## config.mk

```make
export PLATFORM = sky130hd
export DESIGN_NAME = servo_pwm_decoder_flat
export DESIGN_NICKNAME = d
export VERILOG_FILES = /design/src/rtl/servo_pwm_decoder_pkg.sv /design/src/rtl/servo_pwm_decoder_if.sv /design/src/rtl/servo_pwm_decoder_div.sv /design/src/rtl/servo_pwm_decoder.sv /design/src/flat_wrapper.sv
export SDC_FILE = /design/constraint.sdc
export NUM_CORES = 1
export LEC_CHECK = 0
export ABC_AREA = 1
export ABC_CLOCK_PERIOD_IN_PS = 2700
export CORE_MARGIN = 2
export CORE_UTILIZATION = 55
export CTS_BUF_LIST = sky130_fd_sc_hd__clkbuf_4
export DETAILED_ROUTE_END_ITERATION = 10
export PLACE_DENSITY = 0.72
export SKIP_LAST_GASP = 1
export SYNTH_ARGS = -nofsm -noshare
export SYNTH_HDL_FRONTEND = slang
export SYNTH_HIERARCHICAL = 1
export SYNTH_SLANG_ARGS = --single-unit
```

## constraint.sdc

```tcl
create_clock -name iClk -period 2.7 [get_ports iClk]
set_clock_uncertainty 0.1 [all_clocks]
set_input_delay 0.675 -clock iClk [delete_from_list [all_inputs] [get_ports iClk]]
set_output_delay 0.675 -clock iClk [all_outputs]
set_load 0.005 [all_outputs]
```

## src/rtl/servo_pwm_decoder_pkg.sv

```systemverilog
// servo_pwm_decoder_pkg: shared servo timing constants and decoder state encoding
package servo_pwm_decoder_pkg;
  localparam int CLK_HZ = 50_000_000;
  localparam int PULSE_MIN = CLK_HZ / 2000;
  localparam int PULSE_MAX = CLK_HZ / 400;
  localparam int STEP = (PULSE_MAX - PULSE_MIN) / 1024;
  localparam int TOL = 2500;
  localparam int TIMEOUT = CLK_HZ / 25;
  localparam int LOCK_CNT = 3;
  localparam int DIV_BITS = 18;
  localparam int GAP_BITS = 21;
  localparam int STEP_BITS = 8;
  localparam int ANGLE_BITS = 10;
  localparam int ANGLE_MAX = 1023;
  typedef enum logic [1:0] {IDLE, HIGH, STUCK, LOW} state_t;
endpackage

```

## src/rtl/servo_pwm_decoder_if.sv

```systemverilog
// servo_pwm_decoder_if: PWM input plus decoded angle/status outputs
interface servo_pwm_decoder_if;
  import servo_pwm_decoder_pkg::*;
  logic iPwm;
  logic [ANGLE_BITS-1:0] oAngle;
  logic oValid;
  logic oErr;
  logic oLocked;
  modport master (output iPwm, input oAngle, oValid, oErr, oLocked);
  modport slave (input iPwm, output oAngle, oValid, oErr, oLocked);
endinterface

```

## src/rtl/servo_pwm_decoder_div.sv

```systemverilog
// servo_pwm_decoder_div: sequential restoring divider, one quotient bit per clock
module servo_pwm_decoder_div
  import servo_pwm_decoder_pkg::*;
#(
  parameter int W = DIV_BITS
) (
  input  logic                 iClk,
  input  logic                 iRst_n,
  input  logic                 start,
  input  logic [W-1:0]         dividend,
  input  logic [STEP_BITS-1:0] divisor,
  output logic                 busy,
  output logic                 done,
  output logic [W-1:0]         quotient
);
  localparam int CB = $clog2(W + 1);
  logic busy_q, busy_d, done_q, done_d;
  logic [CB-1:0] cnt_q, cnt_d;
  logic [W-1:0] acc_q, acc_d, quo_q, quo_d;
  logic [STEP_BITS-1:0] rem_q, rem_d;
  logic [STEP_BITS:0] trial, diff;
  logic ge;
  // shift one dividend bit into the remainder per clock; starts while busy are ignored
  always_comb begin
    trial = {rem_q, acc_q[W-1]};
    diff = trial - {1'b0, divisor};
    ge = trial >= {1'b0, divisor};
    busy_d = busy_q;
    done_d = 1'b0;
    cnt_d = cnt_q;
    acc_d = acc_q;
    rem_d = rem_q;
    quo_d = quo_q;
    if (!busy_q) begin
      if (start) begin
        busy_d = 1'b1;
        cnt_d = '0;
        acc_d = dividend;
        rem_d = '0;
      end
    end else if (cnt_q == CB'(W)) begin
      busy_d = 1'b0;
      done_d = 1'b1;
      quo_d = acc_q;
    end else begin
      cnt_d = cnt_q + 1'b1;
      acc_d = {acc_q[W-2:0], ge};
      rem_d = STEP_BITS'(ge ? diff : trial);
    end
  end
  // divider state register; reset aborts any division in flight
  always_ff @(posedge iClk) begin
    if (!iRst_n) begin
      busy_q <= 1'b0;
      done_q <= 1'b0;
      cnt_q <= '0;
      acc_q <= '0;
      rem_q <= '0;
      quo_q <= '0;
    end else begin
      busy_q <= busy_d;
      done_q <= done_d;
      cnt_q <= cnt_d;
      acc_q <= acc_d;
      rem_q <= rem_d;
      quo_q <= quo_d;
    end
  end
  assign busy = busy_q;
  assign done = done_q;
  assign quotient = quo_q;
endmodule

```

## src/rtl/servo_pwm_decoder.sv

```systemverilog
// servo_pwm_decoder: measures servo pulse high time and converts it to a 10-bit angle code
module servo_pwm_decoder
  import servo_pwm_decoder_pkg::*;
#(
  parameter int PULSE_MIN = servo_pwm_decoder_pkg::PULSE_MIN,
  parameter int PULSE_MAX = servo_pwm_decoder_pkg::PULSE_MAX,
  parameter int STEP      = servo_pwm_decoder_pkg::STEP,
  parameter int TOL       = servo_pwm_decoder_pkg::TOL,
  parameter int TIMEOUT   = servo_pwm_decoder_pkg::TIMEOUT,
  parameter int LOCK_CNT  = servo_pwm_decoder_pkg::LOCK_CNT,
  parameter int DIV_BITS  = servo_pwm_decoder_pkg::DIV_BITS
) (
  input logic iClk,
  input logic iRst_n,
  servo_pwm_decoder_if.slave bus
);
  localparam int W = DIV_BITS;
  localparam int RB = $clog2(LOCK_CNT + 1);
  localparam logic [W-1:0] W_LO = W'(PULSE_MIN - TOL);
  localparam logic [W-1:0] W_HI = W'(PULSE_MAX + TOL);
  localparam logic [W-1:0] W_MIN = W'(PULSE_MIN);
  localparam logic [W-1:0] W_MAX = W'(PULSE_MAX);
  localparam logic [W-1:0] W_ANG = W'(ANGLE_MAX);
  localparam logic [GAP_BITS-1:0] GAP_TO = GAP_BITS'(TIMEOUT);
  localparam logic [RB-1:0] RUN_FULL = RB'(LOCK_CNT);
  logic [2:0] sync_q, sync_d;
  state_t state_q, state_d;
  logic [W-1:0] width_q, width_d;
  logic [GAP_BITS-1:0] gap_q, gap_d;
  logic [RB-1:0] run_q, run_d;
  logic [ANGLE_BITS-1:0] angle_q, angle_d;
  logic valid_q, valid_d, err_q, err_d, pend_q, pend_d;
  logic rise, fall, timeout, err_req, err_any, start, busy, done;
  logic [W-1:0] clamp, quo;
  servo_pwm_decoder_div #(.W(W)) u_div (
    .iClk(iClk),
    .iRst_n(iRst_n),
    .start(start),
    .dividend(clamp - W_MIN),
    .divisor(STEP_BITS'(STEP)),
    .busy(busy),
    .done(done),
    .quotient(quo)
  );
  // pulse FSM, width/gap counters, classifier, lock run count and output strobes
  always_comb begin
    sync_d = {sync_q[1:0], bus.iPwm};
    rise = sync_q[1] & ~sync_q[2];
    fall = ~sync_q[1] & sync_q[2];
    timeout = (state_q != HIGH) && (gap_q == GAP_TO);
    clamp = width_q < W_MIN ? W_MIN : (width_q > W_MAX ? W_MAX : width_q);
    state_d = state_q;
    width_d = width_q;
    gap_d = state_q == HIGH ? gap_q : gap_q + 1'b1;
    run_d = done && run_q != RUN_FULL ? run_q + 1'b1 : run_q;
    err_req = 1'b0;
    start = 1'b0;
    case (state_q)
      IDLE, LOW: if (rise) begin
        state_d = HIGH;
        width_d = W'(1);
        gap_d = '0;
      end
      HIGH: if (fall) begin
        state_d = LOW;
        if (width_q < W_LO || width_q > W_HI) begin
          err_req = 1'b1;
          run_d = '0;
        end else begin
          start = 1'b1;
          err_req = busy;
        end
      end else if (width_q > W_HI) begin
        state_d = STUCK;
        err_req = 1'b1;
      end else begin
        width_d = &width_q ? width_q : width_q + 1'b1;
      end
      STUCK: if (fall) state_d = LOW;
      default: ;
    endcase
    if (timeout) begin
      run_d = '0;
      gap_d = '0;
      if (state_d != HIGH) state_d = IDLE;
    end
    err_any = err_req | pend_q;
    valid_d = done;
    err_d = err_any & ~done;
    pend_d = err_any & done;
    angle_d = done ? (quo > W_ANG ? ANGLE_BITS'(ANGLE_MAX) : quo[ANGLE_BITS-1:0]) : angle_q;
  end
  // state register; reset abandons any pulse being measured
  always_ff @(posedge iClk) begin
    if (!iRst_n) begin
      sync_q <= '0;
      state_q <= IDLE;
      width_q <= '0;
      gap_q <= '0;
      run_q <= '0;
      angle_q <= '0;
      valid_q <= 1'b0;
      err_q <= 1'b0;
      pend_q <= 1'b0;
    end else begin
      sync_q <= sync_d;
      state_q <= state_d;
      width_q <= width_d;
      gap_q <= gap_d;
      run_q <= run_d;
      angle_q <= angle_d;
      valid_q <= valid_d;
      err_q <= err_d;
      pend_q <= pend_d;
    end
  end
  assign bus.oAngle = angle_q;
  assign bus.oValid = valid_q;
  assign bus.oErr = err_q;
  assign bus.oLocked = run_q == RUN_FULL;
endmodule
```

## src/flat_wrapper.sv

```systemverilog
// flat-port wrapper written by rule: the top's interface ports become plain ports
module servo_pwm_decoder_flat import servo_pwm_decoder_pkg::*;
#(
  parameter int PULSE_MIN = servo_pwm_decoder_pkg::PULSE_MIN,
  parameter int PULSE_MAX = servo_pwm_decoder_pkg::PULSE_MAX,
  parameter int STEP      = servo_pwm_decoder_pkg::STEP,
  parameter int TOL       = servo_pwm_decoder_pkg::TOL,
  parameter int TIMEOUT   = servo_pwm_decoder_pkg::TIMEOUT,
  parameter int LOCK_CNT  = servo_pwm_decoder_pkg::LOCK_CNT,
  parameter int DIV_BITS  = servo_pwm_decoder_pkg::DIV_BITS
)
  (iClk, iRst_n, bus_iPwm, bus_oAngle, bus_oValid, bus_oErr, bus_oLocked);
  servo_pwm_decoder_if bus_i ();
  input logic iClk;
  input logic iRst_n;
  input wire logic [$bits(bus_i.iPwm)-1:0] bus_iPwm;
  output wire logic [$bits(bus_i.oAngle)-1:0] bus_oAngle;
  output wire logic [$bits(bus_i.oValid)-1:0] bus_oValid;
  output wire logic [$bits(bus_i.oErr)-1:0] bus_oErr;
  output wire logic [$bits(bus_i.oLocked)-1:0] bus_oLocked;
  assign bus_i.iPwm = bus_iPwm;
  assign bus_oAngle = bus_i.oAngle;
  assign bus_oValid = bus_i.oValid;
  assign bus_oErr = bus_i.oErr;
  assign bus_oLocked = bus_i.oLocked;
  servo_pwm_decoder #(.PULSE_MIN(PULSE_MIN), .PULSE_MAX(PULSE_MAX), .STEP(STEP), .TOL(TOL), .TIMEOUT(TIMEOUT), .LOCK_CNT(LOCK_CNT), .DIV_BITS(DIV_BITS)) u_core (.iClk(iClk), .iRst_n(iRst_n), .bus(bus_i));
endmodule
```

==> metrics <==
synthesized area around 6500 sq um; internal power 1.916 mW; busiest grt layer met2; combinational share of power 8.5%; Synth top area share approximately 34%; TritonCTS Buffers 9; Final min period roughly 2.4 ns; unrepaired setup endpoints after global routing no; critical path class flip-flop to flip-flop; TritonCTS clock tree done; Fmax ~410 MHz; Placed Cells incl. Taps 1104; Tcrit/Tclk final 90.33%; Largest delay share family, worst path simple AND/OR/NAND/NOR gates; clk buf depth 2; drt drc 0; sw frac 27.03%; largest net degree at the start of global routing 44; chip width 112.6 um; GR Util met2 around two fifths; CP max stage delay 0.37 ns; Unique masters post-synth 46; clock slew at reported path FFs roughly 0.16 ns; initial antenna violation count 1; GR Overflow Total 0; DR WL/cell 13.10 um; CP Data Required Time 3.02 ns; CP arrival 2.76 ns; GRT Total Usage about 24%; clk sinks 110; Die ar. 12670 sq um; GRT met1 Usage 31.41%; Hold Crit Class flip-flop to flip-flop; CTS Root Buffer Type clkbuf_4; Final ANT Viol Nets 0; cell count after synthesis 953; Crit. End Element flip-flop; slowest stage cell, crit path dfxtp_1; Psw 0.7098 mW; Seq cells post-synth 110; DR vias/cell 5.248; Core Area 11470 sq um; Top cell by count, worst path nand2_1; leak pwr between 3 and 4 nW; Post-synth EDFFs 0; crit path launch type flip-flop; Clock Power Share around 29%; Die Y-Extent approximately 110 um; gpl congestion 0.9355; setup TNS 0 ns; first-pass GRT wire length around 25 mm; Iter 0 DRT Violations 415; final cell count without fillers 1123; DR vias 5893; clock latency on the worst-skew pair a little under 0.5 ns; nets 996; Reg power frac 62.9%; final WL 14.72 mm; area delta synth->final 6.755%; drt first pass iters 5; I/O pin count 16; CP Max Fanout 11; Max VDD drop 0.4563 mV; status finished clean; Final Power 2.626 mW; synth top area cells dfxtp_1 (34%), nand2_1 (12%), nor2_1 (7.9%); Syn Area/Cell 6.802 sq um; maxcap violations 0; synth cell count leaders nand2_1 (210), nor2_1 (136), dfxtp_1 (110), inv_1 (96), o21ai_0 (59); final core occ 60.35%; area leader, netlist dfxtp_1; Warnings, synthesis 6; sequential area share after synthesis 33.97%; setup violators final 0; H-tree Lvls 3; filler instances 1103; DP Wirelength 11.13 mm; ys async rst share 0%; vias in the first global route 5485; Primary FF master, synth dfxtp_1; met3 Track Usage GR under 10%; Pins Over Slew Limit 0; critical path, cell by cell buf_4 -> inv_1 -> nand2_1 -> nor2_1 -> nand3_1 -> nand2_1 -> nand2_2 -> nand2_4 -> nand3_2 -> ha_1 -> inv_1 -> nand2_1 -> nand2_1 -> nand2_2 -> nand2_2 -> xor2_1 -> nand2_1 -> a31oi_1; Starting Density 56.53%; Cell Pwr Density about 380 nW/um^2; most frequent cell after synthesis nand2_1; number of buffers and inverters on the critical path 3; final number of hold-violating endpoints 0; FP Rows 39; share of layout cells above drive strength 1 11.66%; I/O Buffers 15
[cell usage in the layout (no fill, tap or decap), types with 20 or more instances in the layout]
cell	instances
inv_1	96
buf_4	23
nand3_1	48
o21ai_0	59
xor2_1	30
nor3_1	20
dfxtp_1	103
nand2_1	210
nor2_1	136
nand4_1	20
a21oi_1	47
[stage by stage]
stage,cell area (sq um),hold WS [ns],setup WS [ns]
CTS,6892,0.3270,0.1765
floorplan,6509,0.2905,0.3952
global placement,6774,0.3061,0.2527
finish,6920,0.3260,0.2611
detailed placement,6774,0.2969,0.2164
global route,6920,0.3667,0.002452
[cells by family after synthesis]
group | synth area share [%]
DFF | 33.97
xor gates and xnor gates | 5.250
AOI/OAI and AO/OA | 11.29
buffers and inverters | 10.19
adders and majority gates | 3.783
other | 0.1159
and+or+nand+nor | 35.24
muxes | 0.1544
[path summary, 6_finish.rpt]
kind	from	endpoint	slack, ns	cells after the start
max reg2reg	u_core/width_q[8]	u_core/u_div/acc_q[13]	0.26	18
min reg2reg	u_core/sync_q[0]	u_core/sync_q[1]	0.33	2
max	u_core/width_q[8]	u_core/u_div/acc_q[13]	0.26	18
min	u_core/sync_q[0]	u_core/sync_q[1]	0.33	2
[power groups by stage]
stage                     logic [mW]  clock network, mW  registers (mW)
after global placement         0.222                  0            1.69
final                          0.223              0.752            1.65
after floorplan                0.168                  0            1.68
after CTS                      0.223              0.789            1.65
after global routing           0.255              0.841            1.65
after detailed placement       0.222                  0            1.69
[worst min-delay path, cell delays in order (launching register included)]
cell and delay [ns]:
dfxtp_1 0.33, nand2_1 0.05, inv_1 0.03
[per-layer routing]
layer,routed length [um],up-vias
met4,243,0
met1,7015,2675
met2,6964,99
met5,0,-
met3,493,22
li1,-,3097
[registers in the layout (all words and copies together) (netlist names)]
name,cells
u_core/u_div/busy,1
u_core/bus.oAngle,10
u_core/width_q,18
u_core/u_div/quotient,18
u_core/u_div/acc_q,18
u_core/state_q,2
u_core/gap_q,21
u_core/bus.oErr,1
u_core/u_div/rem_q,8
u_core/run_q,2
u_core/bus.oValid,1
u_core/pend_q,1
u_core/u_div/cnt_q,5
u_core/sync_q,3
u_core/u_div/done,1
[final cells by class]
cell class                 count  area [sq um]  share of cell area, %
inverter                     113         424.2                  6.129
timing repair buffer          39         337.8                  4.882
clock inverter                 5         42.54                 0.6147
sequential                   110          2211                  31.95
multi-input combinational    701          3646                  52.68
clock buffer                  10         75.07                  1.085
antenna                        2         5.005                0.07232
tap                          143         178.9                  2.585
[repair_timing]
item / in CTS / in global routing
resized for setup: 0 / 7
endpoints found under the setup margin: 0 / 8
hold buffers: 0 / 0
setup buffers: 0 / 2
No activity file was read; power rests on OpenSTA's default activity.
